### src/rtl/pll_phase_stepper_if.sv
// Request channel into the PLL phase stepper: one phase-shift command per
// valid/ready handshake.
interface pll_phase_stepper_if;
    logic       req_valid;
    logic       req_ready;
    logic [1:0] req_sel;
    logic       req_dir;
    logic [3:0] req_steps;
    logic       req_load;

    modport master (
        output req_valid,
        output req_sel,
        output req_dir,
        output req_steps,
        output req_load,
        input  req_ready
    );

    modport slave (
        input  req_valid,
        input  req_sel,
        input  req_dir,
        input  req_steps,
        input  req_load,
        output req_ready
    );
endinterface

### src/rtl/pll_phase_stepper.sv
// Sequences PHASESEL/PHASEDIR/PHASESTEP/PHASELOADREG for a dynamic PLL phase shift,
// then waits for the PLL to report stable lock before signalling done.
module pll_phase_stepper #(
    parameter int unsigned SETUP_CYC    = 2,
    parameter int unsigned STEP_CYC     = 4,
    parameter int unsigned SETTLE_CYC   = 16,
    parameter int unsigned LOCK_TIMEOUT = 1024
) (
    input  logic                      clk,
    input  logic                      rst,
    input  logic                      locked,
    pll_phase_stepper_if.slave        req,
    output logic [1:0]                phasesel,
    output logic                      phasedir,
    output logic                      phasestep,
    output logic                      phaseloadreg,
    output logic                      busy,
    output logic                      done,
    output logic                      err
);

    localparam int unsigned TmrMax = (SETUP_CYC > STEP_CYC) ? SETUP_CYC : STEP_CYC;
    localparam int unsigned TmrW   = $clog2(TmrMax + 1);
    localparam int unsigned SetW   = $clog2(SETTLE_CYC + 1);
    localparam int unsigned ToW    = $clog2(LOCK_TIMEOUT + 1);

    localparam logic [TmrW-1:0] SetupLast  = TmrW'(SETUP_CYC - 1);
    localparam logic [TmrW-1:0] StepLast   = TmrW'(STEP_CYC - 1);
    localparam logic [SetW-1:0] SettleLast = SetW'(SETTLE_CYC - 1);
    localparam logic [ToW-1:0]  ToutLast   = ToW'(LOCK_TIMEOUT - 1);

    typedef enum logic [2:0] {
        StIdle,
        StSetup,
        StStepLo,
        StStepHi,
        StLoadLo,
        StLoadHi,
        StSettle
    } state_e;

    state_e            state_q, state_d;
    logic              lock_meta_q, lock_s_q;
    logic [1:0]        sel_q, sel_d;
    logic              dir_q, dir_d;
    logic [3:0]        steps_q, steps_d;
    logic              load_q, load_d;
    logic [TmrW-1:0]   tmr_q, tmr_d;
    logic [SetW-1:0]   settle_q, settle_d;
    logic [ToW-1:0]    tout_q, tout_d;
    logic              phasestep_q, phasestep_d;
    logic              phaseload_q, phaseload_d;
    logic              done_q, done_d;
    logic              err_q, err_d;
    logic              req_fire;
    logic              pulsing;

    assign req.req_ready = (state_q == StIdle) & lock_s_q & ~rst;
    assign req_fire      = req.req_valid & req.req_ready;
    assign pulsing       = state_q inside {StSetup, StStepLo, StStepHi, StLoadLo, StLoadHi};

    always_comb begin
        state_d     = state_q;
        sel_d       = sel_q;
        dir_d       = dir_q;
        steps_d     = steps_q;
        load_d      = load_q;
        tmr_d       = tmr_q;
        settle_d    = settle_q;
        tout_d      = tout_q;
        phasestep_d = phasestep_q;
        phaseload_d = phaseload_q;
        done_d      = 1'b0;
        err_d       = 1'b0;

        // Losing lock while touching the PLL controls abandons the shift at once.
        if (pulsing && !lock_s_q) begin
            state_d     = StIdle;
            err_d       = 1'b1;
            phasestep_d = 1'b1;
            phaseload_d = 1'b1;
        end else begin
            unique case (state_q)
                StIdle: begin
                    if (req_fire) begin
                        sel_d   = req.req_sel;
                        dir_d   = req.req_dir;
                        steps_d = req.req_steps;
                        load_d  = req.req_load;
                        tmr_d   = '0;
                        state_d = StSetup;
                    end
                end
                StSetup: begin
                    if (tmr_q == SetupLast) begin
                        tmr_d = '0;
                        if (steps_q != 4'd0) begin
                            state_d     = StStepLo;
                            phasestep_d = 1'b0;
                        end else if (load_q) begin
                            state_d     = StLoadLo;
                            phaseload_d = 1'b0;
                        end else begin
                            state_d  = StSettle;
                            settle_d = '0;
                            tout_d   = '0;
                        end
                    end else begin
                        tmr_d = tmr_q + 1'b1;
                    end
                end
                StStepLo: begin
                    if (tmr_q == StepLast) begin
                        tmr_d       = '0;
                        state_d     = StStepHi;
                        phasestep_d = 1'b1;
                    end else begin
                        tmr_d = tmr_q + 1'b1;
                    end
                end
                StStepHi: begin
                    if (tmr_q == StepLast) begin
                        tmr_d   = '0;
                        steps_d = steps_q - 1'b1;
                        if (steps_q > 4'd1) begin
                            state_d     = StStepLo;
                            phasestep_d = 1'b0;
                        end else if (load_q) begin
                            state_d     = StLoadLo;
                            phaseload_d = 1'b0;
                        end else begin
                            state_d  = StSettle;
                            settle_d = '0;
                            tout_d   = '0;
                        end
                    end else begin
                        tmr_d = tmr_q + 1'b1;
                    end
                end
                StLoadLo: begin
                    if (tmr_q == StepLast) begin
                        tmr_d       = '0;
                        state_d     = StLoadHi;
                        phaseload_d = 1'b1;
                    end else begin
                        tmr_d = tmr_q + 1'b1;
                    end
                end
                StLoadHi: begin
                    if (tmr_q == StepLast) begin
                        tmr_d    = '0;
                        state_d  = StSettle;
                        settle_d = '0;
                        tout_d   = '0;
                    end else begin
                        tmr_d = tmr_q + 1'b1;
                    end
                end
                StSettle: begin
                    tout_d   = tout_q + 1'b1;
                    settle_d = lock_s_q ? settle_q + 1'b1 : '0;
                    // Completion wins over a timeout landing on the same cycle.
                    if (lock_s_q && (settle_q == SettleLast)) begin
                        state_d = StIdle;
                        done_d  = 1'b1;
                    end else if (tout_q == ToutLast) begin
                        state_d = StIdle;
                        err_d   = 1'b1;
                    end
                end
                default: begin
                    state_d = StIdle;
                end
            endcase
        end
    end

    always_ff @(posedge clk) begin
        if (rst) begin
            state_q     <= StIdle;
            lock_meta_q <= 1'b0;
            lock_s_q    <= 1'b0;
            sel_q       <= 2'b00;
            dir_q       <= 1'b1;
            steps_q     <= '0;
            load_q      <= 1'b0;
            tmr_q       <= '0;
            settle_q    <= '0;
            tout_q      <= '0;
            phasestep_q <= 1'b1;
            phaseload_q <= 1'b1;
            done_q      <= 1'b0;
            err_q       <= 1'b0;
        end else begin
            state_q     <= state_d;
            lock_meta_q <= locked;
            lock_s_q    <= lock_meta_q;
            sel_q       <= sel_d;
            dir_q       <= dir_d;
            steps_q     <= steps_d;
            load_q      <= load_d;
            tmr_q       <= tmr_d;
            settle_q    <= settle_d;
            tout_q      <= tout_d;
            phasestep_q <= phasestep_d;
            phaseload_q <= phaseload_d;
            done_q      <= done_d;
            err_q       <= err_d;
        end
    end

    assign phasesel     = sel_q;
    assign phasedir     = dir_q;
    assign phasestep    = phasestep_q;
    assign phaseloadreg = phaseload_q;
    assign busy         = (state_q != StIdle);
    assign done         = done_q;
    assign err          = err_q;

endmodule

### src/flat_wrapper.sv
// flat-port wrapper written by rule: the top's interface ports become plain ports
module pll_phase_stepper_flat 
#(
    parameter int unsigned SETUP_CYC    = 2,
    parameter int unsigned STEP_CYC     = 4,
    parameter int unsigned SETTLE_CYC   = 16,
    parameter int unsigned LOCK_TIMEOUT = 1024
)
  (clk, rst, locked, phasesel, phasedir, phasestep, phaseloadreg, busy, done, err, req_req_valid, req_req_sel, req_req_dir, req_req_steps, req_req_load, req_req_ready);
  pll_phase_stepper_if req_i ();
  input  logic clk;
  input  logic rst;
  input  logic locked;
  output logic [1:0] phasesel;
  output logic phasedir;
  output logic phasestep;
  output logic phaseloadreg;
  output logic busy;
  output logic done;
  output logic err;
  input wire logic [$bits(req_i.req_valid)-1:0] req_req_valid;
  input wire logic [$bits(req_i.req_sel)-1:0] req_req_sel;
  input wire logic [$bits(req_i.req_dir)-1:0] req_req_dir;
  input wire logic [$bits(req_i.req_steps)-1:0] req_req_steps;
  input wire logic [$bits(req_i.req_load)-1:0] req_req_load;
  output wire logic [$bits(req_i.req_ready)-1:0] req_req_ready;
  assign req_i.req_valid = req_req_valid;
  assign req_i.req_sel = req_req_sel;
  assign req_i.req_dir = req_req_dir;
  assign req_i.req_steps = req_req_steps;
  assign req_i.req_load = req_req_load;
  assign req_req_ready = req_i.req_ready;
  pll_phase_stepper #(.SETUP_CYC(SETUP_CYC), .STEP_CYC(STEP_CYC), .SETTLE_CYC(SETTLE_CYC), .LOCK_TIMEOUT(LOCK_TIMEOUT)) u_core (.clk(clk), .rst(rst), .locked(locked), .req(req_i), .phasesel(phasesel), .phasedir(phasedir), .phasestep(phasestep), .phaseloadreg(phaseloadreg), .busy(busy), .done(done), .err(err));
endmodule
### config.mk
export PLATFORM = sky130hd
export DESIGN_NAME = pll_phase_stepper_flat
export DESIGN_NICKNAME = d
export VERILOG_FILES = /design/src/rtl/pll_phase_stepper_if.sv /design/src/rtl/pll_phase_stepper.sv /design/src/flat_wrapper.sv
export SDC_FILE = /design/constraint.sdc
export NUM_CORES = 1
export LEC_CHECK = 0
export CAP_MARGIN = 20
export CORE_ASPECT_RATIO = 2
export CORE_MARGIN = 1
export CORE_UTILIZATION = 40
export CTS_BUF_LIST = sky130_fd_sc_hd__clkbuf_8
export DETAILED_ROUTE_END_ITERATION = 16
export HOLD_SLACK_MARGIN = 0.15
export PLACE_DENSITY_LB_ADDON = 0.3
export SLEW_MARGIN = 0
export SYNTH_ARGS = -nofsm -noshare
export SYNTH_HDL_FRONTEND = slang
export SYNTH_SLANG_ARGS = --single-unit
### constraint.sdc
create_clock -name clk -period 3 [get_ports clk]
set_input_delay 0.3 -clock clk [delete_from_list [all_inputs] [get_ports clk]]
set_output_delay 0.3 -clock clk [all_outputs]
set_load 0.05 [all_outputs]
==> results.md <==
- Status: completed
- TritonCTS clock tree: done
- Area Overhead vs Synth: 16.78%
- Routability cong.: between 0.8 and 0.9
- Critical path class: register to output pin
- NumNets Final: 305
- Placed cell count: approximately 330
- Drt first pass iters: 4
- Headroom to the max-slew limit: 53.87%
- Synthesized flop and latch total: 36
- Placeable Area: around 5100 um2
- First-pass GRT wire length: slightly below 9 mm
- Max-Cap Viols: 0
- Peak supply drop: 0.2744 mV
- Setup Total Neg Slack: 0 ns
- IO Pins: 21
- Reg area: ~720 um2
- Count leader, synth: dfxtp_1
- Cells after Synth: 266
- Die Area: roughly 5600 um2
- Root buffer cell: clkbuf_8
- Synth cell count leaders: dfxtp_1 (36), nand2_1 (28), nor2_1 (27)
- Setup violators final: 0
- Yosys cell types: 48
- Ys flop type: dfxtp_1
- Max-slew violations: 0
- Clk pwr share: approximately 46%
- Register area share after synthesis: 33.80%
- DRC violation count after routing: 0
- Area taken by multi-input logic gates: between 1000 and 1500 um2
- PD cells: between 400 and 500 nW/um2
- Postcts setup bufs: 0
- Final Cell Area: between 2000 and 2500 um2
- CTS Buf Count: 5
- Vias in the first global route: between 1500 and 2000
- Net switching power: ~220 uW
- Pin count of the biggest net entering global routing: 18
- RSZ-0062 raised after global routing: no
- FP Rows: 37
- Cell area after placement: 2364 um2
- Peak Freq: between 400 and 500 MHz
- Initial core utilization: 41.49%
- Hold WC Path Type: register to register
- Initial antenna violation count: 0
- Final ANT Viol Nets: 0
- Routed len/inst: 15.21 um
- Mean post-synth cell area: 8.015 um2
- CTS clock-pin slew for the worst setup and hold paths: approximately 0.080 ns
- WP data arrival: slightly above 2 ns
- Initial DRC count: 54
- Share of cells above drive strength 1: a little under a tenth
- Post-DP HPWL: between 3 and 4 mm
- Fin Clk Skew: between 0.004 and 0.005 ns
- Crit share post-route: a little under 80%
- Final Non-Filler Cells: between 300 and 400
- Vias/cell: around 5.9
- Crit end category: output pin
- Seq pwr share: between 40% and 50%
- Routed Wire Length: between 5 and 6 mm
- Post-CTS Resized: 0
- Post-synth EDFFs: 0
- Final worst-path setup slack: about 0.68 ns
- Synth top area cells: dfxtp_1 (34%), ha_1 (5.9%), a21oi_1 (4.9%)
- Final core utilization: between 40% and 50%
- Crit start category: register
- Clock Sink Count: 36
- Detailed-route via count: about 2000
- Leading area contributor after synthesis: dfxtp_1
- Overflow after GRT: 0
- # diodes: 0
- Buffers on Ports: 20
- Share of the synthesized area in the top cell type: 33.80%
- Die W: around 54 um
- Final Critical Period: approximately 2.3 ns
- Switching share of power: 21.67%
- Comb pwr share: roughly 6.2%
- Clk_lat worst skew: roughly 0.29 ns
- Cell area after synthesis: roughly 2100 um2
- Clock Path Buffers: 2
- CP Max Fanout: 12
- Synth async-reset ratio: 0%
- Number of H-tree levels: 2
- Die height: around 110 um
- Total internal power: 803.5 uW
- Mapped Nets: approximately 290
- Cts hold-fix bufs: 0
- CP Data Required Time: roughly 2.7 ns
- Tot GR Track Use: between 20% and 30%
- Slew at the pin with the worst max-slew slack: 0.6899 ns
- Place WS: about 0.85 ns
- Fin. Hold Viols: 0
- Lkg Pwr: approximately 0.00085 uW
- Fillers: between 400 and 500
- Ys Warns: 0
-- per-stage QoR --
| step | total power, uW | hold WS (ns) |
|---|---|---|
| floorplan | 531.6 | 0.4086 |
| global placement | 561.5 | 0.4254 |
| detailed placement | 561.4 | 0.4295 |
| CTS | 1037 | 0.4502 |
| global route | 1061 | 0.4677 |
| finish | 1026 | 0.4422 |
-- critical path, cell delays in order, from the launching register on --
cell and delay, ns:
dfxtp_1 0.59, or3_1 0.30, clkdlybuf4s50_1 0.85
-- layout make-up --
| class | instances | area share [%] |
|---|---|---|
| tap | 58 | 2.915 |
| sequential | 36 | 28.94 |
| clock buffer | 7 | 3.869 |
| clock inverter | 1 | 1.206 |
| timing repair buffer | 25 | 9.447 |
| multi-input combinational | 205 | 52.11 |
| inverter | 10 | 1.508 |
-- placed cells by master, fill, tap and decap left out, types with 2 or more instances in the layout --
master,n
a21oi_2,2
nor2b_1,9
nand3b_1,4
and3_1,2
dfxtp_1,36
nor3b_1,3
a31oi_1,5
inv_1,10
o211ai_2,3
nor3_1,8
or3_1,6
o21a_1,2
o21ai_0,20
a22oi_1,2
a211oi_1,3
clkbuf_8,7
clkdlybuf4s50_1,19
o41ai_1,2
a32o_1,2
nand2_1,28
a32oi_1,2
nand3_1,14
and3b_1,2
nor2_1,27
nand2b_1,3
a21oi_1,21
buf_4,6
nand4_1,3
ha_1,10
o21ai_1,2
o211ai_1,3
-- layer usage --
layer,vias to the layer above,wire (um),track usage (%)
met1,962,1964,21.96
met4,0,198,13.35
met3,16,154,3.175
li1,1001,-,-
met5,-,0,0
met2,48,2886,36.96
-- worst paths after layout --
check / startpoint / endpoint / slack (ns) / depth (start not counted)
worst min-delay path: u_core.lock_meta_q / u_core.lock_s_q / 0.44 / 1
worst max register to register: u_core.tmr_q[0] / u_core.tout_q[10] / 0.87 / 7
worst max-delay path: u_core.state_q[1] / busy / 0.68 / 2
worst min register to register: u_core.lock_meta_q / u_core.lock_s_q / 0.44 / 1
-- power groups by stage --
stage / logic [uW] / clock network [uW] / registers [uW]
floorplan: 32.0 / 0 / 500
global placement: 63.5 / 0 / 498
detailed placement: 63.4 / 0 / 498
CTS: 63.9 / 486 / 487
global route: 68.7 / 505 / 487
finish: 63.5 / 475 / 487
-- registers in the layout (all words and copies together) (netlist names) --
register,count
u_core.settle_q,5
u_core.lock_meta_q,1
u_core.phasedir,1
u_core.phasesel,2
u_core.phaseloadreg,1
u_core.tmr_q,3
u_core.lock_s_q,1
u_core.done,1
u_core.load_q,1
u_core.phasestep,1
u_core.state_q,3
u_core.steps_q,4
u_core.err,1
u_core.tout_q,11
-- cell families (layout without fill, tap and decap cells) --
kind of cell | Yosys count | after routing | synth area share [%]
fa+ha+maj | 10 | 10 | 5.869
flops | 36 | 36 | 33.80
compound gates | 79 | 79 | 25.65
buf+inv | 25 | 43 | 5.340
simple gates | 116 | 116 | 29.34
No activity file was read; power rests on OpenSTA's default activity.
